`src/rtl/apb_master_if.sv`:
```
// apb_master_if: command/response handshake and APB3 bus signals of apb_master.
interface apb_master_if;
    logic        cmd_valid;
    logic        cmd_ready;
    logic        cmd_write;
    logic [31:0] cmd_addr;
    logic [31:0] cmd_wdata;
    logic        rsp_valid;
    logic        rsp_ready;
    logic [31:0] rsp_rdata;
    logic        rsp_err;
    logic        rsp_timeout;
    logic        PSEL;
    logic        PENABLE;
    logic        PWRITE;
    logic [31:0] PADDR;
    logic [31:0] PWDATA;
    logic        PREADY;
    logic        PSLVERR;
    logic [31:0] PRDATA;

    modport master (
        input  cmd_valid, cmd_write, cmd_addr, cmd_wdata, rsp_ready, PREADY, PSLVERR, PRDATA,
        output cmd_ready, rsp_valid, rsp_rdata, rsp_err, rsp_timeout,
        output PSEL, PENABLE, PWRITE, PADDR, PWDATA
    );

    modport slave (
        output cmd_valid, cmd_write, cmd_addr, cmd_wdata, rsp_ready, PREADY, PSLVERR, PRDATA,
        input  cmd_ready, rsp_valid, rsp_rdata, rsp_err, rsp_timeout,
        input  PSEL, PENABLE, PWRITE, PADDR, PWDATA
    );
endinterface

```
`src/rtl/apb_master.sv`:
```
// apb_master: single-outstanding APB3 master with wait-state timeout.
module apb_master #(
    parameter int TIMEOUT = 16
) (
    input logic          PCLK,
    input logic          PRESET,
    apb_master_if.master bus
);
    typedef enum logic [1:0] {IDLE, SETUP, ACCESS, RESP} state_t;

    state_t      r_state, w_next;
    logic        r_cmd_ready, r_psel, r_penable, r_pwrite;
    logic [31:0] r_paddr, r_pwdata;
    logic        r_rsp_valid, r_rsp_err, r_rsp_timeout;
    logic [31:0] r_rsp_rdata;
    logic [7:0]  r_wait;
    logic        w_take, w_tmo, w_fin;

    assign w_take = r_state == IDLE && bus.cmd_valid && r_cmd_ready;
    // Abort on the edge where the counter would reach TIMEOUT, so exactly TIMEOUT ACCESS cycles occur
    assign w_tmo  = TIMEOUT != 0 && r_state == ACCESS && !bus.PREADY &&
                    (32'(r_wait) + 32'd1 == 32'(TIMEOUT));
    assign w_fin  = r_state == ACCESS && (bus.PREADY || w_tmo);

    always_comb begin
        w_next = r_state;
        case (r_state)
            IDLE:    w_next = w_take ? SETUP : IDLE;
            SETUP:   w_next = ACCESS;
            ACCESS:  w_next = w_fin ? RESP : ACCESS;
            RESP:    w_next = bus.rsp_ready ? IDLE : RESP;
            default: w_next = IDLE;
        endcase
    end

    // Outputs are registered from the next state so they line up with the state they describe
    always_ff @(posedge PCLK or posedge PRESET) begin
        if (PRESET) begin
            r_state       <= IDLE;
            r_cmd_ready   <= 1'b0;
            r_psel        <= 1'b0;
            r_penable     <= 1'b0;
            r_pwrite      <= 1'b0;
            r_paddr       <= '0;
            r_pwdata      <= '0;
            r_rsp_valid   <= 1'b0;
            r_rsp_err     <= 1'b0;
            r_rsp_timeout <= 1'b0;
            r_rsp_rdata   <= '0;
            r_wait        <= '0;
        end else begin
            r_state     <= w_next;
            r_cmd_ready <= w_next == IDLE;
            r_psel      <= w_next == SETUP || w_next == ACCESS;
            r_penable   <= w_next == ACCESS;
            r_rsp_valid <= w_next == RESP;
            if (w_take) begin
                r_pwrite <= bus.cmd_write;
                r_paddr  <= bus.cmd_addr;
                r_pwdata <= bus.cmd_write ? bus.cmd_wdata : '0;
                r_wait   <= '0;
            end else if (r_state == ACCESS && !bus.PREADY) begin
                r_wait <= r_wait + 8'd1;
            end
            if (w_fin) begin
                r_rsp_rdata   <= (bus.PREADY && !r_pwrite) ? bus.PRDATA : '0;
                r_rsp_err     <= bus.PREADY ? bus.PSLVERR : 1'b1;
                r_rsp_timeout <= !bus.PREADY;
            end
        end
    end

    assign bus.cmd_ready   = r_cmd_ready;
    assign bus.PSEL        = r_psel;
    assign bus.PENABLE     = r_penable;
    assign bus.PWRITE      = r_pwrite;
    assign bus.PADDR       = r_paddr;
    assign bus.PWDATA      = r_pwdata;
    assign bus.rsp_valid   = r_rsp_valid;
    assign bus.rsp_rdata   = r_rsp_rdata;
    assign bus.rsp_err     = r_rsp_err;
    assign bus.rsp_timeout = r_rsp_timeout;
endmodule

```
`src/flat_wrapper.sv`:
```
// flat-port wrapper written by rule: the top's interface ports become plain ports
module apb_master_flat 
#(
    parameter int TIMEOUT = 16
)
  (PCLK, PRESET, bus_cmd_valid, bus_cmd_write, bus_cmd_addr, bus_cmd_wdata, bus_rsp_ready, bus_PREADY, bus_PSLVERR, bus_PRDATA, bus_cmd_ready, bus_rsp_valid, bus_rsp_rdata, bus_rsp_err, bus_rsp_timeout, bus_PSEL, bus_PENABLE, bus_PWRITE, bus_PADDR, bus_PWDATA);
  apb_master_if bus_i ();
  input logic PCLK;
  input logic PRESET;
  input wire logic [$bits(bus_i.cmd_valid)-1:0] bus_cmd_valid;
  input wire logic [$bits(bus_i.cmd_write)-1:0] bus_cmd_write;
  input wire logic [$bits(bus_i.cmd_addr)-1:0] bus_cmd_addr;
  input wire logic [$bits(bus_i.cmd_wdata)-1:0] bus_cmd_wdata;
  input wire logic [$bits(bus_i.rsp_ready)-1:0] bus_rsp_ready;
  input wire logic [$bits(bus_i.PREADY)-1:0] bus_PREADY;
  input wire logic [$bits(bus_i.PSLVERR)-1:0] bus_PSLVERR;
  input wire logic [$bits(bus_i.PRDATA)-1:0] bus_PRDATA;
  output wire logic [$bits(bus_i.cmd_ready)-1:0] bus_cmd_ready;
  output wire logic [$bits(bus_i.rsp_valid)-1:0] bus_rsp_valid;
  output wire logic [$bits(bus_i.rsp_rdata)-1:0] bus_rsp_rdata;
  output wire logic [$bits(bus_i.rsp_err)-1:0] bus_rsp_err;
  output wire logic [$bits(bus_i.rsp_timeout)-1:0] bus_rsp_timeout;
  output wire logic [$bits(bus_i.PSEL)-1:0] bus_PSEL;
  output wire logic [$bits(bus_i.PENABLE)-1:0] bus_PENABLE;
  output wire logic [$bits(bus_i.PWRITE)-1:0] bus_PWRITE;
  output wire logic [$bits(bus_i.PADDR)-1:0] bus_PADDR;
  output wire logic [$bits(bus_i.PWDATA)-1:0] bus_PWDATA;
  assign bus_i.cmd_valid = bus_cmd_valid;
  assign bus_i.cmd_write = bus_cmd_write;
  assign bus_i.cmd_addr = bus_cmd_addr;
  assign bus_i.cmd_wdata = bus_cmd_wdata;
  assign bus_i.rsp_ready = bus_rsp_ready;
  assign bus_i.PREADY = bus_PREADY;
  assign bus_i.PSLVERR = bus_PSLVERR;
  assign bus_i.PRDATA = bus_PRDATA;
  assign bus_cmd_ready = bus_i.cmd_ready;
  assign bus_rsp_valid = bus_i.rsp_valid;
  assign bus_rsp_rdata = bus_i.rsp_rdata;
  assign bus_rsp_err = bus_i.rsp_err;
  assign bus_rsp_timeout = bus_i.rsp_timeout;
  assign bus_PSEL = bus_i.PSEL;
  assign bus_PENABLE = bus_i.PENABLE;
  assign bus_PWRITE = bus_i.PWRITE;
  assign bus_PADDR = bus_i.PADDR;
  assign bus_PWDATA = bus_i.PWDATA;
  apb_master #(.TIMEOUT(TIMEOUT)) u_core (.PCLK(PCLK), .PRESET(PRESET), .bus(bus_i));
endmodule
```
`config.mk`:
```
export PLATFORM = sky130hd
export DESIGN_NAME = apb_master_flat
export DESIGN_NICKNAME = d
export VERILOG_FILES = /design/src/rtl/apb_master_if.sv /design/src/rtl/apb_master.sv /design/src/flat_wrapper.sv
export SDC_FILE = /design/constraint.sdc
export NUM_CORES = 1
export LEC_CHECK = 0
export CORE_AREA = 3 3 110 112
export CTS_CLUSTER_DIAMETER = 30
export DETAILED_ROUTE_END_ITERATION = 12
export DIE_AREA = 0 0 113 115
export GPL_TIMING_DRIVEN = 0
export PLACE_DENSITY = 0.85
export SYNTH_ARGS = -nofsm -noshare
export SYNTH_HDL_FRONTEND = slang
export SYNTH_SLANG_ARGS = --single-unit
export TNS_END_PERCENT = 100
```
`constraint.sdc`:
```
create_clock -name PCLK -period 5.45 [get_ports PCLK]
set_clock_uncertainty 0.05 [all_clocks]
set_input_delay 1.09 -clock PCLK [delete_from_list [all_inputs] [get_ports PCLK]]
set_output_delay 1.09 -clock PCLK [all_outputs]
set_load 0.05 [all_outputs]
```
; Word level (Yosys, flattened, before mapping)
; Index checks and enable logic that the tools add are counted.
[totals]
elab_cells = 43
out_inout_bits = 103
ff_bits = 113
n_memories = 0
latchBits = 0
mem_bits_ro = 0
in_bits = 103
ramBits = 0
[op_classes]
shifts = 0
mux = 9
eq_ne = 7
n_lt_le_gt_ge = 0
n_reduce_logical = 13
n_div = 0
mul = 0
bitwise = 0
n_addsub = 2
[op_table]
columns = op, count
row1 = 32-bit two-way mux, 2
row2 = 32-bit by 5-bit == test with 1-bit output (second input constant), 1
row3 = 8-bit two-way mux, 2
row4 = 8-bit by 1-bit adder with 9-bit output (second input constant), 1
row5 = 8-bit by 1-bit adder with 8-bit output (second input constant), 1
row6 = 2-bit == test (second input constant), 4
row7 = 2-bit one-hot mux with 4 select lines, 1
row8 = 1-bit logical AND, 6
row9 = 2-bit by 1-bit == test with 1-bit output (second input constant), 2
row10 = 2-bit logical NOT, 2
row11 = 1-bit two-way mux, 3
row12 = 1-bit logical NOT, 2
row13 = 1-bit logical OR, 2
row14 = 2-bit two-way mux, 1
row15 = 2-bit nonzero test, 1

; Longest topological paths before layout
; Gate-level depths: netlist of the first run.
[depth]
depth_word = 9
mapped_depth = 9
depth_no_buf = 7

; Worst setup path after synthesis of the first run
; No wires, ideal clock.
[synth_timing]
kind = reg-to-reg
start = register u_core.r_wait[0]
end = register u_core.r_psel, in the netlist u_core.bus.PSEL
path_stages_with_launch = 10
t_required_ns = 5.274
path_buffers = 2
slack_ns = 3.166
setup_time_ns = 0.126
arrival_ns = 2.108
cell_sequence = dfrtp_1 ha_1 buf_2 a21bo_2 mux2i_1 a31oi_1 nor4_4 buf_6 nor3b_1 ha_1
[synth_between]
elab_chain_len = 9
elab_cells_between_ends = 10
classes_between = 1 x add/sub / 3 x eq/ne / 2 x mux / 4 x reduce/logical
[synth_rtl]
columns = item, line_no
row1 = start: declaration, apb_master.sv:16  ; logic [7:0] r_wait;
row2 = start signal: assignment, apb_master.sv:63  ; r_wait <= r_wait + 8'd1;
row3 = 8-bit by 1-bit adder with 9-bit output (*), apb_master.sv:22  ; (32'(r_wait) + 32'd1 == 32'(TIMEOUT));
row4 = 32-bit by 5-bit == test with 1-bit output (*), apb_master.sv:22
row5 = 1-bit logical AND (*), apb_master.sv:21  ; assign w_tmo = TIMEOUT != 0 && r_state == ACCESS && !bus.PREADY &&
row6 = 1-bit logical OR (*), apb_master.sv:23  ; assign w_fin = r_state == ACCESS && (bus.PREADY || w_tmo);
row7 = 1-bit logical AND (*), apb_master.sv:23
row8 = 1-bit two-way mux (*), apb_master.sv:30  ; ACCESS: w_next = w_fin ? RESP : ACCESS;
row9 = 2-bit one-hot mux with 4 select lines (*), apb_master.sv:27  ; case (r_state)
row10 = 2-bit by 1-bit == test with 1-bit output / 2-bit == test (equally long branches), apb_master.sv:54  ; r_psel <= w_next == SETUP || w_next == ACCESS;
row11 = 1-bit logical OR (*), apb_master.sv:54
row12 = end signal: assignment, apb_master.sv:41  ; r_psel <= 1'b0;
row13 = end signal: assignment, apb_master.sv:54
row14 = end: declaration, apb_master.sv:12  ; logic r_cmd_ready, r_psel, r_penable, r_pwrite;
; Mark *: on every way between the ends. The rest lies on a longest branch, timed or not.
; A chain may end at the register's enable or synchronous reset.

; Worst setup path in the final report of the first run
[layout_timing]
start = register u_core.r_pwrite, in the netlist u_core.bus.PWRITE
end = output port bus_PWRITE
[layout_lines]
columns = item, line_no
row1 = start: declaration, apb_master.sv:12
row2 = start signal: assignment, apb_master.sv:58  ; r_pwrite <= bus.cmd_write;
row3 = end: declaration, flat_wrapper.sv:25  ; output wire logic [$bits(bus_i.PWRITE)-1:0] bus_PWRITE;
; No word-level cell between the ends.

==> results of run 1 <==
-- cell usage in the layout, fill, tap and decap left out, types with 2 or more instances in the layout --
| master | Yosys | layout |
|---|---|---|
| clkbuf_8 | 0 | 5 |
| o22ai_1 | 23 | 23 |
| nor2b_1 | 3 | 3 |
| and3_1 | 2 | 2 |
| xnor2_1 | 2 | 2 |
| o21ai_0 | 14 | 14 |
| dfrtp_1 | 113 | 113 |
| nand3_1 | 37 | 37 |
| nand2b_1 | 2 | 2 |
| clkinv_2 | 0 | 2 |
| o22ai_2 | 9 | 9 |
| clkdlybuf4s50_1 | 0 | 204 |
| buf_1 | 8 | 8 |
| nand2_1 | 234 | 234 |
| a31oi_1 | 3 | 3 |
| buf_6 | 5 | 5 |
| nor2_1 | 5 | 5 |
| ha_1 | 5 | 5 |
| clkbuf_16 | 0 | 17 |
| bufinv_16 | 0 | 3 |
| clkbuf_1 | 22 | 25 |
-- power by group through the flow --
stage                     combinational (mW)  sequential (mW)  clock [mW]
after floorplan                        0.485             2.55           0
after global placement                  2.52             1.39           0
after detailed placement                2.57             1.41           0
after CTS                               2.59             1.40        1.14
after global routing                    2.70             1.44        1.18
final                                   2.57             1.40        1.13
-- flip-flops by register name, indices dropped and copies added (netlist names) --
name                    flops
u_core.bus.PADDR           32
u_core.bus.PENABLE          1
u_core.bus.PSEL             1
u_core.bus.PWDATA          32
u_core.bus.PWRITE           1
u_core.bus.cmd_ready        1
u_core.bus.rsp_err          1
u_core.bus.rsp_rdata       32
u_core.bus.rsp_timeout      1
u_core.bus.rsp_valid        1
u_core.r_state              2
u_core.r_wait               8
-- layout make-up --
cell class                      instances  area (sq um)
Sequential cell                       113          2828
Timing Repair Buffer                  205          2069
Clock buffer                           25         505.5
Buffer                                 36         173.9
Inverter                                2         10.01
Multi-Input combinational cell        355          1702
Clock inverter                          5         100.1
Fill cell                             860          3754
Tap cell                              143         178.9
-- layer usage --
metal,global-route usage,routed length (um)
met2,0.3673,7102
met5,0,0
met3,0.05842,944
met1,0.2552,5501
met4,0.08814,346
-- cells in the mapped netlist, drive strengths merged, types with 2 or more instances --
master | count | share of area
a31oi | 3 | 0.0040
and3 | 4 | 0.0066
ha | 5 | 0.013
nor2b | 3 | 0.0040
o21ai | 14 | 0.015
o22ai | 32 | 0.054
nor2 | 5 | 0.0040
nand2b | 2 | 0.0027
nand3 | 37 | 0.039
buf | 14 | 0.019
clkbuf | 22 | 0.018
dfrtp | 113 | 0.60
inv | 2 | 0.0016
nand2 | 234 | 0.19
xnor2 | 2 | 0.0037
-- cells by family after synthesis --
| group | share of synthesized area |
|---|---|
| xor+xnor | 0.005579 |
| compound gates | 0.08499 |
| mux | 0.002125 |
| flops | 0.6003 |
| buf+inv | 0.03851 |
| fa+ha+maj | 0.01328 |
| simple gates | 0.2552 |
-- worst max-delay path by stage --
stage,start,endpoint,slack (ns),cells after the start
after detailed placement,bus_PREADY,u_core.bus.rsp_rdata[9],2.37,5
after CTS,u_core.bus.PWRITE,bus_PWRITE,2.64,1
after global routing,u_core.r_wait[0],u_core.bus.PSEL,2.61,9
after floorplan,PRESET,u_core.bus.PADDR[0],1.32,1
final,u_core.bus.PWRITE,bus_PWRITE,2.67,1
after global placement,PRESET,u_core.bus.PADDR[31],-0.13,2
==> results_dict.tcl, run 1 <==
set metrics [dict create \
    path_buf_inv 1 \
    fin_cells 884 \
    die-area_sq_um 13000 \
    grt_pass1_wl_mm 22.16 \
    r2r_end "u_core.bus.PSEL" \
    clockPowerShare 0.221 \
    hpwl_mm 10.16 \
    rsz0062_at_grt "false" \
    cpLargestDelayFamily "buffers and inverters" \
    dr.pass1.iters 4 \
    path_max_fanout 3 \
    seqPwrFrac 0.275 \
    antenna_left 0 \
    placed_cells_incl_taps 854 \
    drive_gt1_frac 0.06748 \
    ir_drop_uv 356.8 \
    num_vias 4425 \
    synth_nets 614 \
    min_delay_path_depth 2 \
    drtIter0Drc 271 \
    ioPinCount 206 \
    power.switching_mw 2.300 \
    cpPeakStageDelay_ns 0.83 \
    final_core_util 0.6684 \
    synth.avg_cell_area_sq_um 9.310 \
    die_y_um 115 \
    finalSetupTns_ns 0 \
    port_buffers 204 \
    powerDensity_nw_per_um2 673.3 \
    synth_ff_type "dfrtp_1" \
    synth_warnings 0 \
    ys_ff_latch 113 \
    netlist_area_sq_um 4711 \
    end_kind "output pin" \
    cts_made_buffers 17 \
    outcome "finished clean" \
    max_slew_margin 0.5445 \
    clockRootBuffer "clkbuf_16" \
    path_cells "clkdlybuf4s50_1" \
    crit_type "reg -> out" \
    remaining_drc_errors 0 \
    r2r_slack_ns 2.78 \
    pre_cts_ws_ns 2.374 \
    via_per_inst 5.006 \
    sw_frac_of_total 0.4514 \
    antenna_found_initial 0 \
    die_w_um 113 \
    min_to "u_core.bus.PWDATA[6]" \
    cts_tree "built" \
    ff2ff_path_depth 8 \
    overflow 0 \
    syn-instance-count 506 \
    place_congestion 0.8635 \
    wl_per_cell_um 15.72 \
    r2r_start "u_core.r_wait[0]" \
    place_area_sq_um 6962 \
    cts.sinks 113 \
    post_cts_resized 0 \
    maxSlewViolCount 0 \
    worst_hold_slack_ns 0.4110 \
    synth_edf_count 0 \
    first_global_vias 4646 \
    crit_required_ns 4.31 \
    core_sq_um 11320 \
    finalCritPeriodShare 0.5095 \
    hp-class "reg -> reg" \
    gr-usage-all-layers 0.2138 \
    final_nets 838 \
    worst_slack_ns 2.673 \
    h-tree-depth 4 \
    synth.yosys.seq_area_share 0.6003 \
    clk_latency_ns 0.40 \
    finalSetupViolCount 0 \
    hold_start "u_core.bus.PWDATA[6]" \
    async_flop_share 1.000 \
    intPower_mw 2.796 \
    yosysUniqueCellTypes 34 \
    power_frac_comb 0.504 \
    final_cell_area_sq_um 7567 \
    crit_arrival_ns 1.64 \
    p_leak_nw 3.493 \
    row_count 39 \
    routed_wirelength_mm 13.90 \
    diodes 0 \
    clock_path_buffers 2 \
    post_cts_buffers 0 \
    ctsHoldBuffers 0 \
    p_total_mw 5.095 \
    fmax_mhz 360.2 \
    maxCapViolCount 0 \
    clk_pin_slew_worst_paths_ns 0.05 \
    crit_path_start_kind "flip-flop" \
    fin_crit_ns 2.777 \
    initial_core_util 0.4161 \
    hold_violations 0 \
    worstMarginPinSlew_ns 0.6833 \
    grt_max_degree 75 \
    cpMaxStageDelayCell "clkdlybuf4s50_1" \
    area_delta_synth_final_pct 60.64 \
]
(Power assumes the default switching activity.)
==> run 2, diff against run 1 <==
CORE_AREA = 3 3 116 118   (was 3 3 110 112)
DIE_AREA = 0 0 119 121   (was 0 0 113 115)
PLACE_DENSITY = 0.81   (was 0.85)
clock period = 2.3 ns   (was 5.45 ns; I/O delays follow)
==> run 2 against run 1 <==
Combinational power up 140%. Via count grew 0.84%. Non-clock buffer count is 9 higher. Die area is 11% higher. Highest routed layer unchanged.
==> results_dict.tcl, run 2 (synthesis gave the netlist of run 1 again) <==
set metrics [dict create \
    clockRootBuffer "clkbuf_16" \
    gr-usage-all-layers 0.1992 \
    power_frac_comb 0.507 \
    crit_start "u_core.r_wait[2]" \
    clock_path_buffers 2 \
    fin_crit_ns 2.238 \
    cts.sinks 113 \
    initial_core_util 0.3748 \
    placed_cells_incl_taps 885 \
    row_count 41 \
    max_slew_margin 0.6404 \
    multi_input_area_sq_um 1763 \
    worst_slack_ns 0.06160 \
    hold_violations 0 \
    most-common-layout-cells "234 x nand2_1, 204 x clkdlybuf4s50_1, 112 x dfrtp_1" \
    end_kind "flip-flop" \
    ff2ff_path_depth 9 \
    port_buffers 204 \
    crit_path_start_kind "flip-flop" \
    hpwl_mm 10.67 \
    r2r_end "u_core.bus.PSEL" \
    remaining_drc_errors 0 \
    drive_gt1_frac 0.09176 \
    p_leak_nw 3.540 \
    antenna_left 0 \
    sw_frac_of_total 0.4569 \
    powerDensity_nw_per_um2 1564 \
    outcome "finished clean" \
    crit_type "reg -> reg" \
    hp-class "in -> async" \
    crit_required_ns 2.54 \
    ioPinCount 206 \
    routed_wirelength_mm 14.36 \
    final_nets 847 \
    maxCapViolCount 0 \
    fill_cells 1043 \
    overflow 0 \
    worstMarginPinSlew_ns 0.5377 \
    final_common_cell "nand2_1" \
    fin_cells 924 \
    core_sq_um 12570 \
    ir_drop_uv 849.8 \
    place_congestion 0.8286 \
    drtIter0Drc 299 \
    grt_pass1_wl_mm 22.99 \
    diodes 0 \
    finalSetupViolCount 0 \
    power.switching_mw 5.540 \
    clockPowerShare 0.219 \
    wl_per_cell_um 15.54 \
    finalCritPeriodShare 0.9732 \
    area_delta_synth_final_pct 64.57 \
    r2r_start "u_core.r_wait[2]" \
    via_per_inst 4.829 \
    crit_arrival_ns 2.47 \
    clk_latency_ns 0.41 \
    cts_tree "built" \
    r2r_slack_ns 0.06 \
    die_w_um 119 \
    antenna_found_initial 0 \
    maxSlewViolCount 0 \
    path_max_fanout 8 \
    num_vias 4462 \
    die-area_sq_um 14400 \
    first_global_vias 4623 \
    dr.pass1.iters 5 \
    h-tree-depth 4 \
    die_y_um 121 \
    grt_max_degree 40 \
    seq_area_sq_um 2829 \
    intPower_mw 6.586 \
    cts_made_buffers 17 \
    pre_cts_ws_ns -0.3265 \
    fmax_mhz 446.7 \
    clk_pin_slew_worst_paths_ns 0.05 \
    seqPwrFrac 0.274 \
]
## run 2: changes by cell type in the layout (fill, tap and decap cells not counted), moves of 2 or more
cell        before  now
buf_4            0    7
a31oi_1          3    1
clkbuf_8         5    2
buf_12           0    3
clkinv_2         2    4
clkinvlp_4       0    3
## run 2: power by group through the flow
| stage | clock (mW) | sequential, mW | combinational, mW |
|---|---|---|---|
| 2_1_floorplan | 0 | 6.04 | 1.15 |
| 4_1_cts | 2.69 | 3.32 | 6.17 |
| 5_1_grt | 2.80 | 3.42 | 6.47 |
| 3_5_place_dp | 0 | 3.34 | 6.12 |
| 3_3_place_gp | 0 | 3.29 | 6.00 |
| 6_report | 2.65 | 3.32 | 6.15 |
## run 2: worst max path at each step
stage	cells after the start	endpoint	slack, ns
finish	9	u_core.bus.PSEL	0.06
global route	7	u_core.bus.PSEL	-0.008
CTS	9	u_core.bus.rsp_valid	-0.02
detailed placement	9	u_core.bus.PSEL	-0.33
global placement	2	u_core.bus.rsp_timeout	-0.61
floorplan	9	u_core.bus.PSEL	0.02
## run 2: final cells by class
class | instances | share of cell area
clock inverter | 10 | 0.01727
inverter | 2 | 0.001453
buffer | 35 | 0.02195
clock buffer | 22 | 0.05988
tap | 172 | 0.02776
sequential | 113 | 0.3649
timing repair buffer | 215 | 0.2794
multi-input combinational | 355 | 0.2274
## run 2: worst max-delay path, stage by stage, from the launching register on
cell and delay [ns]:
dfrtp_1 0.37, buf_6 0.13, and3_4 0.15, buf_6 0.13, a311oi_4 0.33, a31oi_4 0.07
nor4_4 0.35, buf_6 0.18, nor3b_2 0.05, ha_1 0.30
## run 2: per-layer routing
metal / up-vias / global-route usage / routed length [um]
met3: 22 / 0.06993 / 998
met4: 0 / 0.06445 / 218
li1: 2119 / - / -
met1: 2156 / 0.2383 / 5779
met2: 165 / 0.3366 / 7364
met5: - / 0 / 0
## run 2: what timing repair did
action | 4_1_cts | 5_1_grt
endpoints found under the setup margin | 33 | 29
buffers inserted | 5 | 3
hold buffers | 0 | 0
resized for setup | 4 | 12
pin swaps | 3 | 5
## run 2: per-stage QoR
step / TNS (ns) / total power, mW / util / hold WS (ns) / cell area [sq um]
2_1_floorplan: 0 / 7.186 / - / 0.4351 / 4715
3_3_place_gp: -69.11 / 9.294 / 0.5547 / 0.3988 / 6972
3_5_place_dp: -1.981 / 9.455 / 0.5595 / 0.4072 / 7032
4_1_cts: -0.02326 / 12.18 / 0.6117 / 0.2975 / 7689
5_1_grt: -0.007501 / 12.69 / 0.6168 / 0.3146 / 7752
6_report: 0 / 12.13 / 0.6168 / 0.3097 / 7752
==> run 3, diff against run 2 <==
CORE_AREA = 3 3 107 109   (was 3 3 116 118)
DIE_AREA = 0 0 110 112   (was 0 0 119 121)
PLACE_DENSITY = 0.89   (was 0.81)
clock period = 2.9 ns   (was 2.3 ns; I/O delays follow)
==> run 3 against run 2 <==
Register-to-register slack better by 0.20 ns. Power decreased by 23%. Clock-buffer cell count is 1 higher. Die area decreased by 14%. Final cell count down 4.4%. Core utilization increased by 8.6 points. First-iteration DRC count grew 3.3%. Global-route usage rose by 3.3 points.
==> results_dict.tcl, run 3 (synthesis gave the netlist of run 1 again) <==
set metrics [dict create \
    outcome "finished clean" \
    clk_pin_slew_worst_paths_ns 0.05 \
    end_kind "flip-flop" \
    final_nets 840 \
    area_delta_synth_final_pct 59.60 \
    grt_pass1_wl_mm 22.44 \
    ioPinCount 206 \
    antenna_found_initial 0 \
    num_vias 4455 \
    fmax_mhz 378.5 \
    crit_top_cell "ha_1" \
    place_congestion 0.8285 \
    hold_violations 0 \
    worst_hold_slack_ns 0.3875 \
    cpMaxStageDelayCell "nor4_4" \
    crit_arrival_ns 2.98 \
    finalSetupViolCount 0 \
    h-tree-depth 4 \
    cts_tree "built" \
    cts_made_buffers 17 \
    grt_max_degree 41 \
    placed_cells_incl_taps 853 \
    crit_required_ns 3.24 \
    gr-usage-all-layers 0.2325 \
    r2r_slack_ns 0.26 \
    routed_wirelength_mm 13.98 \
    clockPowerShare 0.197 \
    wl_per_cell_um 15.83 \
    fin_crit_ns 2.642 \
    overflow 0 \
    antenna_left 0 \
    clk_latency_ns 0.51 \
    row_count 38 \
    finalCritPeriodShare 0.9111 \
    fill_cells 801 \
    post_cts_resized 0 \
    hpwl_mm 10.66 \
    ff2ff_path_depth 9 \
    die_y_um 112 \
    drive_gt1_frac 0.06999 \
    power.switching_mw 4.326 \
    sw_frac_of_total 0.4643 \
    path_max_fanout 10 \
    worstMarginPinSlew_ns 0.6487 \
    final_common_cell "nand2_1" \
    maxSlewViolCount 0 \
    die_w_um 110 \
    hp-class "in -> async" \
    core_sq_um 10700 \
    powerDensity_nw_per_um2 1239 \
    ctsHoldBuffers 0 \
    port_buffers 204 \
    crit_path_start_kind "flip-flop" \
    worst_slack_ns 0.2578 \
    max_slew_margin 0.5643 \
    r2r_start "u_core.r_wait[0]" \
    finalSetupTns_ns 0 \
    seqPwrFrac 0.282 \
    remaining_drc_errors 0 \
    post_cts_buffers 0 \
    crit_type "reg -> reg" \
    cts.sinks 113 \
    pre_cts_ws_ns 0.2956 \
    maxCapViolCount 0 \
    diodes 0 \
    fin_cells 883 \
    die-area_sq_um 12320 \
    via_per_inst 5.045 \
    clockRootBuffer "clkbuf_8" \
    most-common-layout-cells "234 x nand2_1, 204 x clkdlybuf4s50_1, 113 x dfrtp_1" \
    r2r_end "u_core.bus.PSEL" \
    first_global_vias 4713 \
    rsz0062_at_grt "false" \
    drtIter0Drc 309 \
    cpPeakStageDelay_ns 0.51 \
    dr.pass1.iters 7 \
    intPower_mw 4.991 \
    path_cells "ha_1 > buf_2 > a21bo_2 > mux2i_1 > a31oi_1 > nor4_4 > buf_6 > nor3b_1 > ha_1" \
    p_leak_nw 3.472 \
    clock_path_buffers 2 \
    power_frac_comb 0.521 \
    ir_drop_uv 898.6 \
    initial_core_util 0.4404 \
]
[run 3: worst max path at each step]
stage,start,end,depth (start not counted)
after CTS,u_core.r_wait[0],u_core.bus.PSEL,9
final,u_core.r_wait[0],u_core.bus.PSEL,9
after global placement,PRESET,u_core.bus.PWDATA[22],2
after floorplan,u_core.r_wait[0],u_core.bus.PSEL,9
after global routing,u_core.r_wait[0],u_core.bus.PSEL,9
after detailed placement,u_core.r_wait[0],u_core.bus.PSEL,9
[run 3: layout make-up]
class	count	area [sq um]	share of cell area
plain buffers	36	173.9	0.02313
clock buffers	23	466.7	0.06207
clock inverters	7	60.06	0.007988
inverters	2	11.26	0.001498
multi-input cells	355	1702	0.2263
flip-flops and latches	113	2828	0.3761
well taps	140	175.2	0.02330
repair buffers	207	2102	0.2796
[run 3: through the flow]
step	instance area, sq um	util	power, mW
floorplan	4715	-	5.699
global placement	6932	0.6480	7.350
detailed placement	6992	0.6536	7.515
CTS	7518	0.7028	9.384
global route	7518	0.7028	9.755
finish	7518	0.7028	9.316
[run 3: power by group through the flow]
| stage | clock (mW) | combinational (mW) | sequential, mW |
|---|---|---|---|
| after floorplan | 0 | 0.911 | 4.79 |
| after global placement | 0 | 4.75 | 2.60 |
| after CTS | 1.87 | 4.89 | 2.63 |
| after global routing | 1.95 | 5.09 | 2.71 |
| final | 1.83 | 4.85 | 2.63 |
| after detailed placement | 0 | 4.87 | 2.64 |
[run 3: metal layers]
layer | GRT usage | vias to the layer above | wire length, um
met2 | 0.3956 | 218 | 7267
met3 | 0.07536 | 39 | 1159
met5 | 0 | - | 0
met4 | 0.1039 | 0 | 386
li1 | - | 2104 | -
met1 | 0.2622 | 2094 | 5168
[run 3: worst max-delay path, delay by kind of cell (launching register included)]
family                     cells  cell delay, ns
DFF                            1            0.42
AOI/OAI and AO/OA              2            0.35
and+or+nand+nor                2            0.60
muxes                          1            0.15
buffers and inverters          2            0.43
adders and majority gates      2            0.51
